[src/rtl/key_conditioner_if.sv]
// Pushbutton bundle between the board KEY pins and the conditioned level/pulse outputs.
// The master side drives the raw keys; the slave side is key_conditioner.
interface key_conditioner_if #(
  parameter int NUM_KEYS = 4
);
  logic [NUM_KEYS-1:0] key_n;
  logic [NUM_KEYS-1:0] key_level;
  logic [NUM_KEYS-1:0] key_press;
  logic [NUM_KEYS-1:0] key_release;

  modport master (
    output key_n,
    input  key_level,
    input  key_press,
    input  key_release
  );

  modport slave (
    input  key_n,
    output key_level,
    output key_press,
    output key_release
  );
endinterface

[src/rtl/key_conditioner.sv]
// Per-key synchroniser, counter debouncer and registered press/release pulse generator.
// Optional auto-repeat of key_press while held is enabled by defining KEYCOND_REPEAT_EN.
module key_conditioner #(
  parameter int NUM_KEYS        = 4,
  parameter int DEBOUNCE_CYCLES = 500000,
  parameter int CNT_W           = 20,
  parameter int REPEAT_DELAY    = 25000000,
  parameter int REPEAT_PERIOD   = 5000000,
  parameter int RPT_W           = 25
) (
  input  logic            CLOCK_50,
  input  logic            reset,
  key_conditioner_if.slave keys
);

  localparam logic [1:0] ST_IDLE       = 2'd0;
  localparam logic [1:0] ST_PRESS_PEND = 2'd1;
  localparam logic [1:0] ST_PRESSED    = 2'd2;
  localparam logic [1:0] ST_REL_PEND   = 2'd3;

  localparam logic [CNT_W-1:0] CNT_LAST = CNT_W'(DEBOUNCE_CYCLES - 1);
  localparam logic [CNT_W-1:0] CNT_ONE  = CNT_W'(1);

  if (DEBOUNCE_CYCLES < 2 || (DEBOUNCE_CYCLES - 1) >= (1 << CNT_W) ||
      REPEAT_PERIOD < 1 || REPEAT_DELAY < REPEAT_PERIOD ||
      (REPEAT_DELAY - 1) >= (1 << RPT_W)) begin : g_param_check
    $error("key_conditioner: illegal parameter combination");
  end

  logic [NUM_KEYS-1:0] sync1;
  logic [NUM_KEYS-1:0] sync2;
  logic [NUM_KEYS-1:0] s;

  logic [1:0]       state_q [NUM_KEYS];
  logic [1:0]       state_d [NUM_KEYS];
  logic [CNT_W-1:0] cnt_q   [NUM_KEYS];
  logic [CNT_W-1:0] cnt_d   [NUM_KEYS];

  logic [NUM_KEYS-1:0] level_q, level_d;
  logic [NUM_KEYS-1:0] press_q, press_d;
  logic [NUM_KEYS-1:0] rel_q,   rel_d;

`ifdef KEYCOND_REPEAT_EN
  // The reload value makes every later repeat land REPEAT_PERIOD cycles after the previous one.
  localparam logic [RPT_W-1:0] RPT_LAST   = RPT_W'(REPEAT_DELAY - 1);
  localparam logic [RPT_W-1:0] RPT_RELOAD = RPT_W'(REPEAT_DELAY - REPEAT_PERIOD);
  localparam logic [RPT_W-1:0] RPT_ONE    = RPT_W'(1);

  logic [RPT_W-1:0] rpt_q [NUM_KEYS];
  logic [RPT_W-1:0] rpt_d [NUM_KEYS];
`endif

  assign s = ~sync2;

  always_comb begin
    for (int i = 0; i < NUM_KEYS; i++) begin
      state_d[i] = state_q[i];
      cnt_d[i]   = cnt_q[i];
      level_d[i] = level_q[i];
      press_d[i] = 1'b0;
      rel_d[i]   = 1'b0;
`ifdef KEYCOND_REPEAT_EN
      rpt_d[i]   = '0;
`endif
      case (state_q[i])
        ST_IDLE: begin
          if (s[i]) begin
            cnt_d[i]   = CNT_ONE;
            state_d[i] = ST_PRESS_PEND;
          end
        end
        ST_PRESS_PEND: begin
          if (!s[i]) begin
            cnt_d[i]   = '0;
            state_d[i] = ST_IDLE;
          end else if (cnt_q[i] == CNT_LAST) begin
            cnt_d[i]   = '0;
            state_d[i] = ST_PRESSED;
            level_d[i] = 1'b1;
            press_d[i] = 1'b1;
          end else begin
            cnt_d[i]   = cnt_q[i] + CNT_ONE;
          end
        end
        ST_PRESSED: begin
          if (!s[i]) begin
            cnt_d[i]   = CNT_ONE;
            state_d[i] = ST_REL_PEND;
          end else begin
`ifdef KEYCOND_REPEAT_EN
            // Repeat only while the key is solidly held; any release attempt clears it.
            if (rpt_q[i] == RPT_LAST) begin
              rpt_d[i]   = RPT_RELOAD;
              press_d[i] = 1'b1;
            end else begin
              rpt_d[i]   = rpt_q[i] + RPT_ONE;
            end
`endif
          end
        end
        ST_REL_PEND: begin
          if (s[i]) begin
            cnt_d[i]   = '0;
            state_d[i] = ST_PRESSED;
          end else if (cnt_q[i] == CNT_LAST) begin
            cnt_d[i]   = '0;
            state_d[i] = ST_IDLE;
            level_d[i] = 1'b0;
            rel_d[i]   = 1'b1;
          end else begin
            cnt_d[i]   = cnt_q[i] + CNT_ONE;
          end
        end
        default: begin
          cnt_d[i]   = '0;
          state_d[i] = ST_IDLE;
          level_d[i] = 1'b0;
        end
      endcase
    end
  end

  always_ff @(posedge CLOCK_50) begin
    if (reset) begin
      sync1   <= '1;
      sync2   <= '1;
      level_q <= '0;
      press_q <= '0;
      rel_q   <= '0;
      for (int i = 0; i < NUM_KEYS; i++) begin
        state_q[i] <= ST_IDLE;
        cnt_q[i]   <= '0;
`ifdef KEYCOND_REPEAT_EN
        rpt_q[i]   <= '0;
`endif
      end
    end else begin
      sync1   <= keys.key_n;
      sync2   <= sync1;
      level_q <= level_d;
      press_q <= press_d;
      rel_q   <= rel_d;
      for (int i = 0; i < NUM_KEYS; i++) begin
        state_q[i] <= state_d[i];
        cnt_q[i]   <= cnt_d[i];
`ifdef KEYCOND_REPEAT_EN
        rpt_q[i]   <= rpt_d[i];
`endif
      end
    end
  end

  assign keys.key_level   = level_q;
  assign keys.key_press   = press_q;
  assign keys.key_release = rel_q;

endmodule

[src/flat_wrapper.sv]
// flat-port wrapper written by rule: the top's interface ports become plain ports
module key_conditioner_flat 
#(
  parameter int NUM_KEYS        = 4,
  parameter int DEBOUNCE_CYCLES = 500000,
  parameter int CNT_W           = 20,
  parameter int REPEAT_DELAY    = 25000000,
  parameter int REPEAT_PERIOD   = 5000000,
  parameter int RPT_W           = 25
)
  (CLOCK_50, reset, keys_key_n, keys_key_level, keys_key_press, keys_key_release);
  key_conditioner_if #(.NUM_KEYS(NUM_KEYS)) keys_i ();
  input  logic CLOCK_50;
  input  logic reset;
  input wire logic [$bits(keys_i.key_n)-1:0] keys_key_n;
  output wire logic [$bits(keys_i.key_level)-1:0] keys_key_level;
  output wire logic [$bits(keys_i.key_press)-1:0] keys_key_press;
  output wire logic [$bits(keys_i.key_release)-1:0] keys_key_release;
  assign keys_i.key_n = keys_key_n;
  assign keys_key_level = keys_i.key_level;
  assign keys_key_press = keys_i.key_press;
  assign keys_key_release = keys_i.key_release;
  key_conditioner #(.NUM_KEYS(NUM_KEYS), .DEBOUNCE_CYCLES(DEBOUNCE_CYCLES), .CNT_W(CNT_W), .REPEAT_DELAY(REPEAT_DELAY), .REPEAT_PERIOD(REPEAT_PERIOD), .RPT_W(RPT_W)) u_core (.CLOCK_50(CLOCK_50), .reset(reset), .keys(keys_i));
endmodule
[config.mk]
export PLATFORM = sky130hd
export DESIGN_NAME = key_conditioner_flat
export DESIGN_NICKNAME = d
export VERILOG_FILES = /design/src/rtl/key_conditioner_if.sv /design/src/rtl/key_conditioner.sv /design/src/flat_wrapper.sv
export SDC_FILE = /design/constraint.sdc
export NUM_CORES = 1
export LEC_CHECK = 0
export CAP_MARGIN = 30
export CORE_MARGIN = 4
export CORE_UTILIZATION = 23
export CTS_CLUSTER_DIAMETER = 100
export DETAILED_ROUTE_END_ITERATION = 16
export HOLD_SLACK_MARGIN = 0.06
export PLACE_DENSITY = 0.33
export SETUP_SLACK_MARGIN = 0.02
export SYNTH_ARGS = -nofsm -noshare
export SYNTH_HDL_FRONTEND = slang
export SYNTH_SLANG_ARGS = --single-unit
[constraint.sdc]
create_clock -name CLOCK_50 -period 4.95 [get_ports CLOCK_50]
set_input_delay 0.99 -clock CLOCK_50 [delete_from_list [all_inputs] [get_ports CLOCK_50]]
set_output_delay 0.99 -clock CLOCK_50 [all_outputs]
set_load 0.02 [all_outputs]
Word-level counts from Yosys, hierarchy flattened:

Memories as Yosys holds them, arrays and structs flattened.
Cells that the tools add are included.

* bitwise operators: 21
* reductions and logical operators: 20
* equal/unequal tests: 32
* mux-type cells: 87
* add/sub/neg operators: 4

Operators with widths (count)
* 2-to-1 mux 20 bit: 24
* one-hot mux 20 bit (4 select lines): 4
* adder 20 x 1 -> 20 bit (second input constant): 4
* equality test 20 x 19 -> 1 bit (second input constant): 4
* 2-to-1 mux 2 bit: 28
* one-hot mux 2 bit (4 select lines): 4
* inequality test 2 x 1 -> 1 bit (second input constant): 12
* OR reduction 3 bit: 8
* 2-to-1 mux 1 bit: 23
* AND reduction 5 bit: 4
* equality test 2 bit (second input constant): 8
* NOT 1 bit: 12
* equality test 2 x 1 -> 1 bit (second input constant): 4
* logical NOT 2 bit: 4
* inequality test 2 bit (second input constant): 4
* bitwise OR 1 bit: 8
* one-hot mux 1 bit (2 select lines): 4
* nonzero test 2 bit: 4
* NOT 4 bit: 1

* memories kept: 2
* RAM bits: 88
* output and inout bits: 12
* register bits after elaboration: 20

Memory list
* u_core.cnt_q: words 4, width 20, rd ports 4, clocked after Yosys merged registers in 0, wr ports 4, RTL line key_conditioner.sv:36 `logic [CNT_W-1:0] cnt_q [NUM_KEYS];`
* u_core.state_q: words 4, width 2, rd ports 4, clocked after Yosys merged registers in 0, wr ports 4, RTL line key_conditioner.sv:34 `logic [1:0] state_q [NUM_KEYS];`

Depth between registers and ports, before layout:

* word-level depth: 5
* mapped depth: 9

Least setup slack after synthesis:

No wires, ideal clock.

* path kind: input port to flip-flop
* start point: in reset
* end point: mem u_core.cnt_q[0][13]
* cell stages on the path: 4
* path slack: 2841 ps
* arrival time: 2035 ps
* path through: clkbuf_1 nor3_1 a22oi_1 o21ai_0

RTL lines
* from (decl): RTL line flat_wrapper.sv:14 `input logic reset;`
* to (decl): RTL line key_conditioner.sv:36

==> flow_summary.yaml <==
run_status:
  status: "finished, final reports clean"
placed_design:
  numPortBuffers: 17
  gp_congestion: 0.717
  dpl.hpwl_mm: 9.25
detailed_routing:
  drtIter0Drc: 199
  wl_per_cell_um: 14.4
  avgViaCountPerCell: 5.00
  vias: 4738
  drt_wl_total_mm: 13.7
  ant_nets: 0
  route.detailed.drc: 0
  first_pass_iters: 4
synthesis:
  syn_area_sq_um: 5310
  synth_top_area_frac: 0.407
  async_flop_share: 0
  syn-num-nets: 662
  synth_edf_count: 0
  yosysMostFrequentCell: "dfxtp_1"
  ys_seq_area_frac: 0.407
  synth.distinct_cells: 53
  synth_area_leaders: "dfxtp_1, nand3_1, nand2_1"
  synthFlopType: "dfxtp_1"
  avgSynthCellArea_sq_um: 8.22
  ys_seq_elements: 108
  synth_top_area_cell: "dfxtp_1"
  yosys_warnings: 0
  synthTopCellsByCount: "dfxtp_1, nand2_1, nand3_1"
  postSynthCellCount: 646
power_and_ir_drop:
  powerDensity_nw_per_um2: 316
  leakage_nw: 1.96
  irDropWorstVdd_mv: 0.152
setup_path:
  ff2ff_path_depth: 7
  worstPathMaxFanout: 19
  slowest_delay_ns: 0.56
  cp_cell_sequence: "ha_1 > nand4_1 > nor4_2 > a21oi_2 > buf_8 > a21o_1 > a22o_1"
  r2r_slack_ns: 2.46
  required_ns: 5.20
  critical_path_arrival_ns: 2.74
  endpoint_kind: "register"
  r2r-start: "u_core.cnt_q[0][0]"
  worstPathBufferInverterCount: 1
  cp_slowest_cell: "nor4_2"
  crit_start: "u_core.cnt_q[0][0]"
  critPathTopFamily: "simple AND/OR/NAND/NOR gates"
  path_depth: 7
  path_class: "reg -> reg"
  crit_path_start_kind: "register"
floorplan:
  die_x_um: 160
  core_region_area_sq_um: 22700
  rows: 55
  io_pins: 18
  initial_utilization: 0.234
  die_area_sq_um: 25600
  die_h_um: 160
global_routing:
  grt_antenna_before_repair: 0
  grt_max_degree: 57
  grt_usage: 0.107
  grt_pass1_vias: 4513
  grt_pass1_wl_mm: 22.9
  gr-total-overflow: 0
cts:
  clock_sinks: 108
  cts_buffer_depth: 2
  numCtsBuffers: 9
  cts_hold_buf: 0
  cts_tree: "done"
  cts-root-buf: "clkbuf_16"
  cts_htree_levels: 3
  cts_setup_buffers: 0
  insertion_delay_ns: 0.36
  clk_pin_slew_worst_paths_ns: 0.08
  cts_resized: 0
layout:
  ff_latch_area_sq_um: 2160
  antenna_cells: 0
  syn_to_final_growth_pct: 15.3
  layout-drive-gt1-share: 0.0650
  fillerInstances: 2461
  multiInputGateArea_sq_um: 2960
  fin_nets: 673
worst_hold_path:
  hp-class: "reg -> reg"
  hold_depth: 1
  min_from: "u_core.sync1[1]"
sta:
  hold_slack_ns: 0.411
  post-route-period-util: 0.504
  rsz0062_at_grt: "false"
  hold_viol_final: 0
  fin_crit_ns: 2.49
  setup_tns_ns: 0
  setup_viol: 0
  worst_pin_slew_ns: 0.990
  worst_clock_skew_ns: 0.0139
  maxSlewHeadroom: 0.340
  drv_slew: 0
  fmax_mhz: 401
job:
  maxCapViolCount: 0
report_power, final:
part           total (mW)  switching (mW)  internal (mW)
combinational       0.233           0.165         0.0684
clock               0.797           0.349          0.448
sequential          0.907          0.0197          0.887
kinds of logic after synthesis:
| group | count (synthesis) | share of synthesized area |
|---|---|---|
| adders and majority gates | 10 | 0.0236 |
| muxes | 3 | 0.00566 |
| xor gates and xnor gates | 25 | 0.0412 |
| buffers and inverters | 49 | 0.0363 |
| AOI/OAI and AO/OA | 141 | 0.168 |
| DFF | 108 | 0.407 |
| and+or+nand+nor | 310 | 0.318 |
sequential cells by signal, indices dropped and copies added (netlist names), named ones only:
register	count
u_core.cnt_q	80
u_core.keys.key_level	4
u_core.sync2	4
u_core.keys.key_release	4
u_core.keys.key_press	4
u_core.sync1	4
u_core.state_q	4
worst paths after layout:
check                                     endpoint
worst min-delay path               u_core.sync2[1]
worst min register to register     u_core.sync2[1]
worst max-delay path            u_core.cnt_q[0][6]
worst max register to register  u_core.cnt_q[0][6]
per-stage QoR:
| stage | power, mW | cell area, sq um | utilization | instances | setup slack (ns) |
|---|---|---|---|---|---|
| 2_1_floorplan | 1.09 | 5310 | - | 646 | 2.84 |
| 3_3_place_gp | 1.17 | 5790 | 0.255 | 930 | 1.83 |
| 3_5_place_dp | 1.17 | 5800 | 0.255 | 931 | 2.10 |
| 4_1_cts | 1.98 | 6120 | 0.270 | 947 | 2.45 |
| 5_1_grt | 2.04 | 6120 | 0.270 | 947 | 2.29 |
| 6_report | 1.94 | 6120 | 0.270 | 947 | 2.46 |
layout by cell type, fill, tap and decap left out, types with 10 or more instances in the layout:
cell type        count
dfxtp_1            108
nand2_1             62
nand3_1             52
nor2_1              44
a21oi_1             35
a31oi_1             33
o21ai_0             26
inv_1               24
nor3_1              24
nand4_1             22
nor4_1              20
xnor2_1             19
clkdlybuf4s50_1     16
and3_1              15
or4_1               11
or2_2               10
a22o_1              10
ha_1                10
metal layers:
metal | vias to the layer above | track usage | share of wire
li1 | 2420 | - | -
met1 | 2250 | 0.150 | 0.52
met2 | 57 | 0.167 | 0.44
met3 | 11 | 0.0183 | 0.031
met4 | 0 | 0.0379 | 0.015
met5 | - | 0 | 0
area by class of cell:
type | instances | share of cell area
Multi-Input combinational cell | 489 | 0.483
Sequential cell | 108 | 0.353
Clock inverter | 3 | 0.00695
Inverter | 24 | 0.0147
Clock buffer | 13 | 0.0458
Timing Repair Buffer | 25 | 0.0380
Tap cell | 285 | 0.0582
No activity file was read; power rests on OpenSTA's default activity.
